### src/rtl/switch_debouncer_pkg.sv
// Shared types and constants for the switch debouncer.
package switch_debouncer_pkg;

   // Per-channel debounce state.
   typedef enum logic {
      ST_STABLE  = 1'b0,
      ST_PENDING = 1'b1
   } ch_state_e;

   localparam int DEFAULT_MAX_COUNT   = 10_000_000;
   localparam int DEFAULT_SYNC_STAGES = 2;

   // Width of the per-channel persistence counter; never narrower than one bit.
   function automatic int cnt_width(input int max_count);
      return (max_count > 2) ? $clog2(max_count) : 1;
   endfunction

endpackage : switch_debouncer_pkg

### src/rtl/switch_debouncer_debounce_channel.sv
// One debounced switch bit: input synchroniser, STABLE/PENDING FSM and
// persistence counter. 'accept' is high in the cycle before 'stable' takes
// the new level, so the parent can register strobes that line up with it.
module debounce_channel
   import switch_debouncer_pkg::*;
#(
   parameter int MAX_COUNT   = DEFAULT_MAX_COUNT,
   parameter int SYNC_STAGES = DEFAULT_SYNC_STAGES
) (
   input  logic clk,
   input  logic rst,
   input  logic sw_in,
   output logic stable,
   output logic accept
);

   localparam int CW = cnt_width(MAX_COUNT);
   // The cycle that detects the mismatch already counts as the first cycle
   // of persistence, so the count tops out one below MAX_COUNT-1.
   localparam logic [CW-1:0] CNT_LAST = CW'(MAX_COUNT - 2);

   logic [SYNC_STAGES-1:0] sync_q, sync_d;
   logic                   sync_lvl;
   ch_state_e              state_q, state_d;
   logic [CW-1:0]          cnt_q, cnt_d;
   logic                   stable_q, stable_d;

   // Shift the raw level through the synchroniser chain.
   always_comb begin
      sync_d = {sync_q[SYNC_STAGES-2:0], sw_in};
   end

   assign sync_lvl = sync_q[SYNC_STAGES-1];

   // Next-state logic: accept a new level only after it persists MAX_COUNT cycles.
   always_comb begin
      // NOTE: every output gets a default first so no path leaves a latch.
      state_d  = state_q;
      cnt_d    = cnt_q;
      stable_d = stable_q;
      accept   = 1'b0;
      case (state_q)
         ST_STABLE: begin
            if (sync_lvl != stable_q) begin
               state_d = ST_PENDING;
               cnt_d   = '0;
            end
         end
         ST_PENDING: begin
            if (sync_lvl == stable_q) begin
               state_d = ST_STABLE;
               cnt_d   = '0;
            end else if (cnt_q == CNT_LAST) begin
               stable_d = sync_lvl;
               state_d  = ST_STABLE;
               cnt_d    = '0;
               accept   = 1'b1;
            end else begin
               cnt_d = cnt_q + 1'b1;
            end
         end
         default: begin
            state_d = ST_STABLE;
            cnt_d   = '0;
         end
      endcase
   end

   // State registers with synchronous reset.
   always_ff @(posedge clk) begin
      // NOTE: sequential state uses non-blocking assignments only.
      if (rst) begin
         sync_q   <= '0;
         state_q  <= ST_STABLE;
         cnt_q    <= '0;
         stable_q <= 1'b0;
      end else begin
         sync_q   <= sync_d;
         state_q  <= state_d;
         cnt_q    <= cnt_d;
         stable_q <= stable_d;
      end
   end

   assign stable = stable_q;

endmodule : debounce_channel

### src/rtl/switch_debouncer.sv
// N_CH-wide switch debouncer feeding the majority detector.
// Optional per-channel edge strobes: define SWITCH_DEBOUNCER_EDGE_PULSE_EN.
module switch_debouncer
   import switch_debouncer_pkg::*;
#(
   parameter int N_CH        = 3,
   parameter int MAX_COUNT   = DEFAULT_MAX_COUNT,
   parameter int SYNC_STAGES = DEFAULT_SYNC_STAGES
) (
   input  logic            clk,
   input  logic            rst,
   input  logic [N_CH-1:0] sw_in,
   output logic [N_CH-1:0] sw_stable,
   output logic            sw_changed,
   output logic            ready,
   output logic [N_CH-1:0] rise_pulse,
   output logic [N_CH-1:0] fall_pulse
);

   localparam int SETTLE = SYNC_STAGES + MAX_COUNT;
   localparam int TW     = $clog2(SETTLE + 1);

   logic [N_CH-1:0] stable_vec;
   logic [N_CH-1:0] accept_vec;

   for (genvar i = 0; i < N_CH; i++) begin : g_ch
      debounce_channel #(
         .MAX_COUNT   (MAX_COUNT),
         .SYNC_STAGES (SYNC_STAGES)
      ) u_ch (
         .clk    (clk),
         .rst    (rst),
         .sw_in  (sw_in[i]),
         .stable (stable_vec[i]),
         .accept (accept_vec[i])
      );
   end

   assign sw_stable = stable_vec;

   logic          sw_changed_q, sw_changed_d;
   logic [TW-1:0] tmr_q, tmr_d;
   logic          ready_q, ready_d;

   // Change strobe and startup settle timer.
   always_comb begin
      sw_changed_d = |accept_vec;
      tmr_d        = tmr_q;
      ready_d      = ready_q;
      if (!ready_q) begin
         tmr_d = tmr_q + 1'b1;
         if (tmr_q == TW'(SETTLE - 1)) begin
            ready_d = 1'b1;
         end
      end
   end

   // Registers for the change strobe and settle timer.
   always_ff @(posedge clk) begin
      if (rst) begin
         sw_changed_q <= 1'b0;
         tmr_q        <= '0;
         ready_q      <= 1'b0;
      end else begin
         sw_changed_q <= sw_changed_d;
         tmr_q        <= tmr_d;
         ready_q      <= ready_d;
      end
   end

   assign sw_changed = sw_changed_q;
   assign ready      = ready_q;

`ifdef SWITCH_DEBOUNCER_EDGE_PULSE_EN
   logic [N_CH-1:0] rise_q, rise_d;
   logic [N_CH-1:0] fall_q, fall_d;

   // An accepting channel flips its level, so the current level gives the direction.
   always_comb begin
      rise_d = accept_vec & ~stable_vec;
      fall_d = accept_vec & stable_vec;
   end

   // Edge strobe registers, aligned with sw_changed.
   always_ff @(posedge clk) begin
      if (rst) begin
         rise_q <= '0;
         fall_q <= '0;
      end else begin
         rise_q <= rise_d;
         fall_q <= fall_d;
      end
   end

   assign rise_pulse = rise_q;
   assign fall_pulse = fall_q;
`else
   assign rise_pulse = '0;
   assign fall_pulse = '0;
`endif

endmodule : switch_debouncer

### config.mk
export PLATFORM = sky130hd
export DESIGN_NAME = switch_debouncer
export DESIGN_NICKNAME = d
export VERILOG_FILES = /design/src/rtl/switch_debouncer_pkg.sv /design/src/rtl/switch_debouncer_debounce_channel.sv /design/src/rtl/switch_debouncer.sv
export SDC_FILE = /design/constraint.sdc
export NUM_CORES = 1
export LEC_CHECK = 0
export ABC_AREA = 1
export ABC_CLOCK_PERIOD_IN_PS = 1650
export BUFFER_PORTS_ARGS = -buffer_cell sky130_fd_sc_hd__buf_2
export CAP_MARGIN = 20
export CORE_ASPECT_RATIO = 1.1
export CORE_MARGIN = 2
export CORE_UTILIZATION = 30
export CTS_CLUSTER_DIAMETER = 150
export DETAILED_ROUTE_END_ITERATION = 10
export GPL_ROUTABILITY_DRIVEN = 0
export SETUP_SLACK_MARGIN = 0.3
export SLEW_MARGIN = 10
export SYNTH_ARGS = -nofsm -noshare
export SYNTH_HDL_FRONTEND = slang
export SYNTH_SLANG_ARGS = --single-unit
export TNS_END_PERCENT = 5
### constraint.sdc
create_clock -name clk -period 1.65 [get_ports clk]
set_input_delay 0.33 -clock clk [delete_from_list [all_inputs] [get_ports clk]]
set_output_delay 0.33 -clock clk [all_outputs]
set_load 0.01 [all_outputs]
==> run metrics, run 1 <==
Final Setup Violations=0; mux contribution to synthesized area=0%; row cnt=56; number of DRC markers in iteration 0=410; number of global-route vias before repair=6168; total iterations of the first detailed-routing run=6; CP Data Required Time=1.89 ns; post-route ant nets=0; die height=approximately 160 um; Hold Crit Class=in -> reg; Worst Reg-to-Reg Cells=10; leading area contributor after synthesis=dfxtp_1; die width=~150 um; DP HPWL=11.1 mm; final wirelength=around 17 mm; Syn-to-layout area delta=23.7%; CP max FO=9; dpl ws=-0.0892 ns; largest family of logic cells by synthesized area=simple AND/OR/NAND/NOR gates; average cell area after synthesis=~6.3 um2; Max-Cap Viols=0; Worst Hold Depth=3; wire per inst=between 10 and 15 um; Critical Path AT=1.70 ns; Max Slew Vio Count=0; total CTS buffers=9; DRC violations left=0; Synth Area in XOR/XNOR=under 10%; Max VDD drop=0.502 mV; hold buffer count at CTS=0; Worst-Skew Late Latency=roughly 0.37 ns; static leakage=0.00292 uW; post-synth cell types=39; Syn. warnings=0; Pwr Density=about 630 nW/um2; Tot GR Track Use=14.8%; area share of and/or/nand/nor cells after synthesis=40.8%; # IOs=16; Core Area=between 20000 and 25000 um2; ANT cells=0; Synth Register Bits=110; CP Class=reg -> reg; top cells by count, synth=nand2_1, nor2_1, inv_1; first-pass GRT wire length=28.8 mm; Tcrit/Tclk final=88.3%; initial core utilization=around 30%; clock-pin slew on the worst setup and hold paths=0.08 ns; post-layout minimum cycle time=1.46 ns; Max Root-Sink Buffers=2; layout net count=1120; Via density=between 4 and 5; setup TNS=0 ns; asr flop ratio synth=0%; largest net degree at the start of global routing=59; most frequent cell after synthesis=nand2_1; CP Capture Type=flip-flop; post-synthesis compound-gate area fraction=10.8%; Min Hold Slack=0.159 ns; GRT overflow=0; share of layout cells above drive strength 1=23.2%; Startpoint Class=flip-flop; die area=23100 um2; clk root buf=clkbuf_16; Gate Count Post-Synth=1052; Post-Synth Adder-Cell Area=1.52%; initial antenna violation count=0; RSZ-0062 raised after global routing=true; CTS sink count=110; post-synthesis cell area=6580 um2; number of synthesized flops with an enable pin=0; CTS tree=built; worst setup margin=0.194 ns; # port buffers=9; Fin. Hold Viols=0; H-tree lvl count=3; fmax=slightly below 0.7 GHz; skew final=0.0127 ns; sequential area share after synthesis=33.5%; status=finished clean; Top FF cell, synth=dfxtp_1; vias=6634; top cells by area, synth=dfxtp_1, nand2_1, nor2_1; Yosys top cell area share=between 30% and 40%
## cell families (layout without fill, tap and decap cells)
logic type      after synthesis  count (layout)
other cells                   1               6
xor+xnor                     18              18
buf+inv                     170             223
fa+ha+maj                     8               8
simple gates                608             610
flops                       110             110
compound gates              137             137
## report_power, final
part	internal, uW	total (uW)	switching (uW)	leakage [uW]
sequential	2650	2670	15.1	0.000912
combinational	58.6	195	137	0.00186
clock	1090	2290	1200	0.000150
total	3800	5150	1350	0.00292
## state kept, by name, indices dropped and copies added, names as in the netlist
signal,cells
g_ch.u_ch.cnt_q,72
sw_changed,1
ready,1
tmr_q,24
g_ch.u_ch.stable,3
g_ch.u_ch.state_q,3
g_ch.u_ch.sync_q,6
## placed cells by master, fill, tap and decap left out, types with 4 or more instances in the layout
cell type | Yosys | routed
a21oi_1 | 79 | 77
buf_12 | 0 | 4
buf_2 | 7 | 11
buf_4 | 10 | 47
buf_6 | 4 | 5
clkbuf_16 | 0 | 9
conb_1 | 1 | 6
dfxtp_1 | 110 | 68
dfxtp_2 | 0 | 30
dfxtp_4 | 0 | 12
ha_4 | 0 | 5
inv_1 | 126 | 118
inv_2 | 8 | 14
inv_4 | 2 | 4
inv_6 | 0 | 4
inv_8 | 0 | 4
nand2_1 | 304 | 290
nand2_2 | 8 | 19
nand2_4 | 2 | 5
nand3_1 | 66 | 56
nand3_2 | 5 | 9
nand3_4 | 0 | 6
nand4_1 | 29 | 29
nor2_1 | 138 | 114
nor2_2 | 15 | 28
nor2_4 | 7 | 19
nor3_1 | 18 | 15
nor3_2 | 3 | 5
o21ai_0 | 39 | 37
o21ai_1 | 11 | 11
xnor2_1 | 5 | 4
xor2_1 | 13 | 13
## final cells by class
class	instances	area, um2
timing repair inverter	3	21.3
tap	290	363
multi-input combinational	779	4090
clock buffer	9	225
fill	2271	13300
inverter	137	534
timing repair buffer	67	544
clock inverter	7	81.3
sequential	110	2280
## stage by stage
stage               utilization, %  cell area, um2  total power, uW  std cells
global placement              32.7            7020             2920       1346
floorplan                        -            6610             2870       1057
global route                  38.0            8140             5320       1402
CTS                           36.5            7840             5210       1389
finish                        38.0            8140             5150       1402
detailed placement            32.7            7020             2920       1346
## critical path, cell delays in order (launching register included)
cell and delay, ns:
dfxtp_4 0.37, inv_4 0.06, ha_4 0.12, nand3_2 0.09, inv_2 0.07, nand3_2 0.08, nor2_4 0.18, nor2_4 0.06
buf_12 0.14, o21ai_0 0.07, a21oi_1 0.08
## repair_timing
item | in CTS | in global routing
setup buffers | 22 | 11
gates cloned | 5 | 2
setup endpoints to repair | 87 | 98
gates resized for setup | 81 | 84
pin swaps | 26 | 38
## metal layers
layer	vias up	routed length, um	track usage, %
li1	3450	-	-
met1	3028	8160	18.7
met2	128	8220	25.5
met3	28	532	1.89
met4	0	406	6.11
met5	-	0	0
## final timing paths
check / slack, ns / start / end
setup / recovery: 0.19 / g_ch[2].u_ch.cnt_q[0]$_SDFFE_PP0P_ / g_ch[2].u_ch.cnt_q[7]$_SDFFE_PP0P_
hold / removal: 0.16 / sw_in[1] / g_ch[1].u_ch.sync_q[0]$_SDFF_PP0_
setup reg to reg: 0.19 / g_ch[2].u_ch.cnt_q[0]$_SDFFE_PP0P_ / g_ch[2].u_ch.cnt_q[7]$_SDFFE_PP0P_
hold reg to reg: 0.40 / g_ch[1].u_ch.sync_q[0]$_SDFF_PP0_ / g_ch[1].u_ch.sync_q[1]$_SDFF_PP0_
(Power assumes the default switching activity.)
==> run 2, diff against run 1 <==
--- a/config.mk
+++ b/config.mk
@@ -15,6 +15,7 @@
 export CTS_CLUSTER_DIAMETER = 150
 export DETAILED_ROUTE_END_ITERATION = 10
 export GPL_ROUTABILITY_DRIVEN = 0
+export GPL_TIMING_DRIVEN = 0
 export SETUP_SLACK_MARGIN = 0.3
 export SLEW_MARGIN = 10
 export SYNTH_ARGS = -nofsm -noshare
==> run metrics, run 2 (synthesized netlist as in run 1, its figures left out) <==
status=finished clean; Max Root-Sink Buffers=2; Pwr Density=around 640 nW/um2; CP Class=reg -> reg; area of the multi-input gates=3990 um2; skew final=roughly 0.0077 ns; share of layout cells above drive strength 1=19.7%; sw power=1220 uW; layout net count=1127; die height=159 um; total CTS buffers=9; register area=2270 um2; GRT overflow=0; Top reg by flops=g_ch.u_ch.cnt_q; die area=23100 um2; Via density=4.64; Tcrit/Tclk final=93.6%; initial antenna violation count=0; internal cell power=a little under 4000 uW; Slew @ Worst Pin=0.754 ns; CP Data Required Time=about 1.9 ns; vias=6536; Fillers=2300; Final Setup Violations=0; CTS sink count=110; post-route ant nets=0; largest net degree at the start of global routing=18; Flop pwr share=51.8%; crit-path cells=buf_6, ha_4, nand2_2, nor2_4, nand2_4, nor2_4, nand2_1, nor2_2, nand2_1, nand2_1, a21oi_1; Combinational Power Share=slightly below 4%; WP buf/inv=1; clock-pin slew on the worst setup and hold paths=about 0.08 ns; final cell count without fillers=1408; # port buffers=8; worst setup margin=0.106 ns; Largest stage delay, worst path=0.35 ns; ANT cells=0; die width=145 um; total power draw=between 5000 and 6000 uW; total iterations of the first detailed-routing run=7; Worst-Skew Late Latency=0.36 ns; DRC violations left=0; switch share=23.6%; Placed Instances=1355; dpl ws=-0.216 ns; commonest non-fill, non-tap cell in the layout=nand2_1; CTS tree=built; number of global-route vias before repair=5916; Slowest-stage cell, CP=dfxtp_2; final wirelength=about 17 mm; Syn-to-layout area delta=21.9%; Startpoint Class=flip-flop; biggest regs=g_ch.u_ch.cnt_q: 72 flops, tmr_q: 24 flops, g_ch.u_ch.sync_q: 6 flops; row cnt=56; # IOs=16; most frequent cells in the layout=nand2_1, nor2_1, inv_1; Tot GR Track Use=14.9%; Hold Crit Class=in -> reg; H-tree lvl count=3; CP dominant cell by count=nand2_1; hold buffer count at CTS=0; Largest register FFs=72; Max-Cap Viols=0; RSZ-0062 raised after global routing=true; Critical Path AT=1.80 ns; post-layout minimum cycle time=1.54 ns; Worst path top cell family by delay=simple AND/OR/NAND/NOR gates; initial core utilization=30.7%; Max VDD drop=0.544 mV; fmax=~0.65 GHz; clock share of power=44.3%; first-pass GRT wire length=28.6 mm; number of DRC markers in iteration 0=400; static leakage=0.00288 uW; Fin. Hold Viols=0; Max Slew Vio Count=0; DP HPWL=12.3 mm; clk root buf=clkbuf_16; CP Capture Type=flip-flop; Core Area=21400 um2; Max-slew headroom=49.7%; CP max FO=4; wire per inst=12.3 um
==> run 2: cell count changes in the layout (fill, tap and decap cells not counted), sizes merged <==
cell / delta
buf: -2
bufinv: +1
clkbuf: +16
clkinv: -2
clkinvlp: +1
inv: -6
nand2: -1
nor2: -1
==> run 2: power groups by stage <==
stage / combinational, uW / sequential, uW / clock, uW
after global routing: 224 / 2680 / 2440
after CTS: 196 / 2680 / 2340
after detailed placement: 192 / 2740 / 0
after floorplan: 128 / 2740 / 0
final: 202 / 2670 / 2280
after global placement: 191 / 2740 / 0
==> run 2: final timing paths <==
kind	from	end	cells after the start	slack, ns
worst max-delay path	g_ch[1].u_ch.cnt_q[0]$_SDFFE_PP0P_	g_ch[1].u_ch.cnt_q[20]$_SDFFE_PP0P_	11	0.11
worst min register to register	g_ch[1].u_ch.sync_q[0]$_SDFF_PP0_	g_ch[1].u_ch.sync_q[1]$_SDFF_PP0_	2	0.40
worst min-delay path	sw_in[2]	g_ch[2].u_ch.sync_q[0]$_SDFF_PP0_	3	0.17
worst max register to register	g_ch[1].u_ch.cnt_q[0]$_SDFFE_PP0P_	g_ch[1].u_ch.cnt_q[20]$_SDFFE_PP0P_	11	0.11
==> run 2: repair_timing <==
item | CTS | global route
buffers inserted | 19 | 17
endpoints found under the setup margin | 100 | 106
pin swaps | 16 | 21
endpoints found under the hold margin | 0 | 0
gates cloned | 2 | 0
gates resized for setup | 49 | 87
==> run 2: metal layers <==
metal	part of all wire [%]	GRT usage [%]	vias to the layer above
met5	0	0	-
met4	1.3	4.32	0
li1	-	-	3440
met1	48	19.5	2983
met2	48	25.0	98
met3	3.0	2.72	15
==> run 2: stage by stage <==
stage	area, um2	utilization, %	hold slack [ns]	setup TNS (ns)
after floorplan	6610	-	0.388	0
after global placement	7010	32.7	0.392	-3.33
after detailed placement	7010	32.7	0.393	-3.02
after CTS	7640	35.6	0.160	0
after global routing	8030	37.4	0.164	-0.0106
final	8030	37.4	0.168	0
==> run 2: worst min-delay path, delay by kind of cell <==
| kind | cells | cell delay (ns) |
|---|---|---|
| buffers and inverters | 2 | 0.11 |
| and+or+nand+nor | 1 | 0.06 |
==> run 2: cell type report <==
cell class | instances | area share (%)
buffer | 33 | 2.71
multi-input combinational | 777 | 49.7
timing repair buffer | 46 | 4.49
inverter | 137 | 6.59
clock inverter | 4 | 0.686
sequential | 110 | 28.3
tap | 290 | 4.52
clock buffer | 11 | 3.02
